## src/rtl/oam_dma_master.sv

```systemverilog
// SPR-RAM DMA bus initiator: snoops a CPU write to TRIGGER_ADDR, halts the CPU
// and copies XFER_LEN bytes from page {data,8'h00} to DEST_ADDR, read/write alternating.
module oam_dma_master #(
  parameter logic [15:0] TRIGGER_ADDR = 16'h4014,
  parameter logic [15:0] DEST_ADDR    = 16'h2004,
  parameter int unsigned XFER_LEN     = 256
) (
  input  logic        clk,
  input  logic        rst_n,
  input  logic [15:0] cpu_addr_out,
  input  logic [7:0]  cpu_data_out,
  input  logic        cpu_wen,
  output logic [15:0] dma_addr_out,
  output logic [7:0]  dma_data_out,
  output logic        dma_ren,
  output logic        dma_wen,
  input  logic [7:0]  dma_data_in,
  output logic        bus_own,
  output logic        cpu_halt,
  output logic        dma_done,
  output logic        busy
);

  localparam logic [2:0] IDLE  = 3'd0;
  localparam logic [2:0] HALT  = 3'd1;
  localparam logic [2:0] ALIGN = 3'd2;
  localparam logic [2:0] READ  = 3'd3;
  localparam logic [2:0] WRITE = 3'd4;
  localparam logic [2:0] DONE  = 3'd5;

  localparam logic [8:0] LAST_IDX = 9'(XFER_LEN - 1);

  logic [2:0] state;
  logic       phase;
  logic [7:0] page;
  logic [8:0] idx;
  logic [7:0] latch;

  always_ff @(posedge clk or negedge rst_n) begin
    if (!rst_n) begin
      state <= IDLE;
      phase <= 1'b0;
      page  <= '0;
      idx   <= '0;
      latch <= '0;
    end else begin
      phase <= ~phase;
      case (state)
        IDLE: begin
          if (cpu_wen && (cpu_addr_out == TRIGGER_ADDR)) begin
            page  <= cpu_data_out;
            idx   <= '0;
            state <= HALT;
          end
        end
        // HALT with phase==0 would put READ on phase==1, so insert ALIGN.
        HALT:  state <= phase ? READ : ALIGN;
        ALIGN: state <= READ;
        READ: begin
          latch <= dma_data_in;
          state <= WRITE;
        end
        WRITE: begin
          if (idx == LAST_IDX) begin
            state <= DONE;
          end else begin
            idx   <= idx + 9'd1;
            state <= READ;
          end
        end
        DONE:    state <= IDLE;
        default: state <= IDLE;
      endcase
    end
  end

  always_comb begin
    dma_addr_out = '0;
    dma_data_out = '0;
    dma_ren      = 1'b0;
    dma_wen      = 1'b0;
    bus_own      = 1'b0;
    dma_done     = 1'b0;
    case (state)
      HALT, ALIGN: bus_own = 1'b1;
      READ: begin
        bus_own      = 1'b1;
        dma_ren      = 1'b1;
        dma_addr_out = {page, idx[7:0]};
      end
      WRITE: begin
        bus_own      = 1'b1;
        dma_wen      = 1'b1;
        dma_addr_out = DEST_ADDR;
        dma_data_out = latch;
      end
      DONE:    dma_done = 1'b1;
      default: ;
    endcase
  end

  assign cpu_halt = bus_own;
  assign busy     = (state != IDLE);

endmodule
```

## config.mk

```make
export PLATFORM = sky130hd
export DESIGN_NAME = oam_dma_master
export DESIGN_NICKNAME = d
export VERILOG_FILES = /design/src/rtl/oam_dma_master.sv
export SDC_FILE = /design/constraint.sdc
export NUM_CORES = 1
export LEC_CHECK = 0
export CORE_MARGIN = 1
export CORE_UTILIZATION = 38
export DETAILED_ROUTE_END_ITERATION = 10
export GPL_TIMING_DRIVEN = 0
export PLACE_DENSITY = 0.78
export RECOVER_POWER = 100
export SLEW_MARGIN = 10
export SYNTH_ARGS = -nofsm -noshare
export SYNTH_HDL_FRONTEND = slang
export SYNTH_SLANG_ARGS = --single-unit
```

## constraint.sdc

```tcl
create_clock -name clk -period 1.96 [get_ports clk]
set_input_delay 0.294 -clock clk [delete_from_list [all_inputs] [get_ports clk]]
set_output_delay 0.294 -clock clk [all_outputs]
set_load 0.01 [all_outputs]
```

---- Word level (Yosys, flattened, before mapping) ----
Index checks and enable logic that the tools add are counted.
storage, ports and cells
  memory bits (read-only) ................. 0
  memories ................................ 0
  output and inout port bits .............. 30
  bits in latches ......................... 0
  word-level logic and storage cells ...... 36
  register bits ........................... 29
  RAM bits ................................ 0
operators by class
  divide/modulo/power cells ............... 0
  equal/unequal tests ..................... 9
  $lt $le $gt $ge ......................... 0
  $mul .................................... 0
  reductions and logical operators ........ 7
  muxes and demuxes ....................... 13
  bitwise operators ....................... 1
  add/sub/neg operators ................... 1
  shift operators ......................... 0
operators by type and width
  operator                                                           number
  16-bit one-hot mux with 2 select lines                             1
  9-bit two-way mux                                                  2
  9-bit one-hot mux with 2 select lines                              1
  16-bit by 15-bit == test with 1-bit output, second input constant  1
  3-bit one-hot mux with 5 select lines                              1
  9-bit by 1-bit adder with 9-bit output, second input constant      1
  9-bit by 8-bit == test with 1-bit output, second input constant    1
  8-bit two-way mux                                                  1
  3-bit by 2-bit == test with 1-bit output, second input constant    2
  3-bit == test, second input constant                               2
  3-bit two-way mux                                                  2
  1-bit two-way mux                                                  5
  2-bit inequality test, second input constant                       2
  4-bit OR reduction                                                 1
  3-bit by 1-bit == test with 1-bit output, second input constant    1
  3-bit zero test                                                    1
  3-bit AND reduction                                                1
  3-bit nonzero test                                                 1
  2-bit AND reduction                                                1
  2-bit nonzero test                                                 1
  1-bit logical AND                                                  1
  1-bit inverter                                                     1

---- Depth between registers and ports, before layout ----
  depth after elaboration ................. 4
  mapped depth ............................ 10
  gate-level depth less buffers ........... 8

---- Worst setup path after synthesis ----
Ideal clock, no wire load.
  path kind ............................... flip-flop to flip-flop
  start ................................... register idx[0]
  end ..................................... register idx[2]
  data required time ...................... 1,878 ps
  period minus slack after synthesis ...... 1,923 ps
  path slack .............................. 37 ps
  cell stages (with the launch flop) ...... 11
  data arrival time ....................... 1,841 ps
  library setup time ...................... 82 ps
  path through ............................ dfrtp_1 > ha_1 > nand3_1 > nor2_1 > and3_1 > ha_1 > clkbuf_1 > nand2b_1 > buf_2 > nand2_1 > o22ai_1
on the way
  longest elaborated chain between the ends .. 3
  elaborated cells between the ends (all ways) .. 6
  classes of those cells .................. 1 x add/sub; 2 x eq/ne; 2 x mux; 1 x reduce/logical
RTL lines
  element                                                                                             line    source
  start: declaration                                                                                  36      logic [8:0] idx;
  start signal: assignment                                                                            67      idx <= idx + 9'd1;
  9-bit by 1-bit adder with 9-bit output or 9-bit by 8-bit == test with 1-bit output (tied branches)  67, 64
  9-bit two-way mux or 2-bit inequality test (tied branches)                                          --
  9-bit one-hot mux with 2 select lines or 3-bit AND reduction (tied branches)                        --
Parallel ways exist; a longest one is shown, timed or not. The select of a mux whose other input is x is not followed.
A chain may end at the register's enable or synchronous reset.

---- Final worst setup path ----
  start ................................... register state[2]
  end ..................................... output port cpu_halt
on the way
  longest elaborated chain between the ends .. 3
  elaborated cells between the ends (all ways) .. 6
  classes of those cells .................. 4 x eq/ne; 1 x mux; 1 x reduce/logical
RTL lines
  element                                  line  source
  start: declaration                       33    logic [2:0] state;
  start signal: assignment                 57    HALT: state <= phase ? READ : ALIGN;
  3-bit == test (tied with other cells)    84    case (state)
  4-bit OR reduction (no source line) (*)  --
  1-bit two-way mux (*)                    84
  end: declaration                         19    output logic cpu_halt,
Every way passes the cells marked *; elsewhere a longest branch is shown, timed or not.

==> key figures <==
Pwr
  – Comb power frac: 0.092
  – Lkg Pwr: 1.11 nW
  – Net Sw Power: 0.000257 W
  – Peak VDD IR: 387 uV
  – Power Density: 479 nW/um^2
  – Pint: 0.000930 W
  – Net Sw Frac: 0.217
  – Clock Power Share: 0.394
  – Register share of total power: 0.514

Die
  – Starting density of the core: 0.408
  – Die span in x: 65.6 um
  – Die Y: 65.6 um
  – Num ports: 65
  – FP Rows: 22
  – Die area: 4310 um^2
  – Core box area: 3770 um^2

Detailed routing
  – Vias/cell: 4.87
  – DRC: 0
  – Final WL: 3650 um
  – Detailed Route Iter0 Violations: 53
  – Post-DR wirelength/cell: 12.9 um
  – Post-DRT Antenna Nets: 0
  – DRT Pass-1 Iters: 4
  – Via total after detailed routing: 1378

STA
  – Final Slew Violations: 30
  – Max Clk Rate: 521 MHz
  – Crit path time final: 1.92 ns
  – Final Skew: 0.00280 ns
  – Tcrit/Tclk final: 0.979
  – Setup Viol. Count Final: 0
  – Worst Max-Slew Pin Slew: 1.53 ns
  – Worst rel slew slack: -0.0202
  – Final hold vios: 0

Layout
  – Layout Cells excl Fill: 283
  – Design Area, Final: 2480 um^2
  – Layout cells sized above 1: 0.328
  – Ant. Diodes: 0
  – Most frequent cells in the layout: 33 x clkdlybuf4s50_1, 26 x dfrtp_1, 20 x and2_1
  – Area delta synth->final: 61.1%
  – Commonest non-fill, non-tap cell in the layout: clkdlybuf4s50_1
  – Nets: 271

Critical path
  – CP endpoint kind: primary output
  – Startpoint type of the worst setup path: register
  – Worst EP required: 1.67 ns
  – CP most frequent cell: buf_4
  – CP peak stage delay: 0.42 ns
  – Worst reg2reg endpoint: idx[7]
  – Reg2reg path depth: 9
  – Kind of critical path: reg -> out
  – RR Startpoint: idx[1]
  – Worst path slowest cell: dfrtp_2
  – Critical Path, Cell by Cell: buf_4 -> or3_4 -> and2_4 -> buf_4 -> buf_2
  – Reg2Reg Setup Slack: 0.11 ns
  – Worst Path Arrival: 1.63 ns
  – Max FO, Critical Path: 3

Synthesis
  – Syn avg cell area: 10.2 um^2
  – Ys async rst share: 1.00
  – Post-Syn Nets: 188
  – Post-synth EDFFs: 0
  – Post-Syn Area: 1540 um^2
  – Synth warn: 0
  – Synth unique cells: 30
  – Cells after synthesis: 151
  – Synth Register Bits: 29
  – Ys flop type: dfrtp_1
  – Seq/Total Area, Yosys: 0.472

Clock network
  – Hold_buf cts: 0
  – Clock root cell: clkbuf_8
  – Inserted Clock Buffers: 5
  – Clk buf depth: 2
  – Worst-path clk slew: 0.06 ns
  – H-tree lvl count: 2
  – Skew-Pair Late Insertion Delay: 0.28 ns
  – CTS tree: done
  – Clock Sinks: 29

GRT
  – GRT overflow: 0
  – Largest net degree at the start of global routing: 30
  – Global-route wire length before repair: 5850 um
  – Initial antenna violation count: 0
  – Vias in the first global route: 1259
  – Global Route Usage Sum: 0.183

Place
  – Placed Area: 2230 um^2
  – Placed cell count: 263
  – Final Wtd Congestion: 0.834
  – IO buf count: 64
  – DPL Wire Length: 2340 um

Outcome
  – Failing checks: max-capacitance violations, max-slew violations
  – Status: complete, but fails checks

Flow run
  – Max cap viols: 1

Worst hold path
  – Worst min path class: in -> async
-- critical path, delay by kind of cell (launching register included) --
kind,cells,cell delay (ns)
flops,1,0.42
buf+inv,3,0.39
simple gates,2,0.54
-- power by group through the flow --
| stage | Sequential (W) | Combinational, W | Clock [W] |
|---|---|---|---|
| floorplan | 0.000620 | 0.0000216 | 0 |
| global placement | 0.000621 | 0.000116 | 0 |
| detailed placement | 0.000621 | 0.000116 | 0 |
| CTS | 0.000610 | 0.000111 | 0.000480 |
| global route | 0.000611 | 0.000119 | 0.000517 |
| finish | 0.000610 | 0.000109 | 0.000467 |
-- registers in the layout, indices dropped and copies added (netlist names) --
register	flops
state	3
idx	9
page	8
latch	8
phase	1
-- Yosys cell counts, types with 3 or more instances --
cell | instances | area, um^2
o22ai_1 | 8 | 50.1
and2_1 | 22 | 138
a21oi_1 | 4 | 20.0
clkbuf_1 | 3 | 11.3
mux2_2 | 15 | 169
nand2_1 | 17 | 63.8
dfrtp_1 | 29 | 726
nand3_1 | 4 | 20.0
buf_2 | 4 | 20.0
inv_1 | 4 | 15.0
nor3_1 | 4 | 20.0
mux2i_1 | 4 | 40.0
nor2_1 | 8 | 30.0
o21ai_0 | 4 | 20.0
-- cell families after synthesis --
kind of cell,share of synthesized area
flip-flops,0.472
AO/OA/AOI/OAI,0.0634
buffers and inverters,0.0423
XOR/XNOR,0.00569
AND/OR/NAND/NOR,0.255
adder cells (fa/ha/maj),0.0163
multiplexers,0.146
-- layout make-up --
type                            count  area, um^2
Fill cell                         304        1290
Multi-Input combinational cell    109         806
Sequential cell                    29         729
Timing Repair Buffer               79         713
Clock buffer                        6        72.6
Buffer                              6        71.3
Tap cell                           48        60.1
Inverter                            4        17.5
Clock inverter                      2        10.0
-- routing by layer --
metal  wire length (um)  vias to the layer above  track usage
met3                236                        6       0.0729
met4                 36                        0       0.0543
met1               1610                      646        0.224
met5                  0                        -            0
li1                   -                      679            -
met2               1760                       47        0.292
-- worst max path at each step --
stage / startpoint / end / slack [ns] / cells past startpoint
detailed placement: state[0] / dma_data_out[0] / -0.35 / 7
CTS: state[0] / dma_addr_out[14] / -0.001 / 6
finish: state[2] / cpu_halt / 0.04 / 5
global route: idx[0] / idx[5] / -0.05 / 9
floorplan: idx[0] / idx[2] / 0.04 / 10
global placement: state[2] / dma_addr_out[14] / -0.34 / 5
-- metrics by stage --
stage	power (W)	hold WS [ns]	setup TNS, ns	worst slack, ns	utilization
floorplan	0.000642	-0.00159	0	0.0367	-
global placement	0.000737	0.408	-12.40	-0.342	0.594
detailed placement	0.000738	0.355	-12.90	-0.353	0.593
CTS	0.00120	0.0589	-0.00107	-0.00107	0.634
global route	0.00125	0.452	-0.181	-0.0472	0.658
finish	0.00119	0.381	0	0.0407	0.658
-- what timing repair did --
action                     CTS  global route
pin swaps                    4             5
setup endpoints to repair   40            37
buffers inserted            10             5
resized for setup           89            19
gates cloned                 0             0
Power figures use the tool's default switching activity.
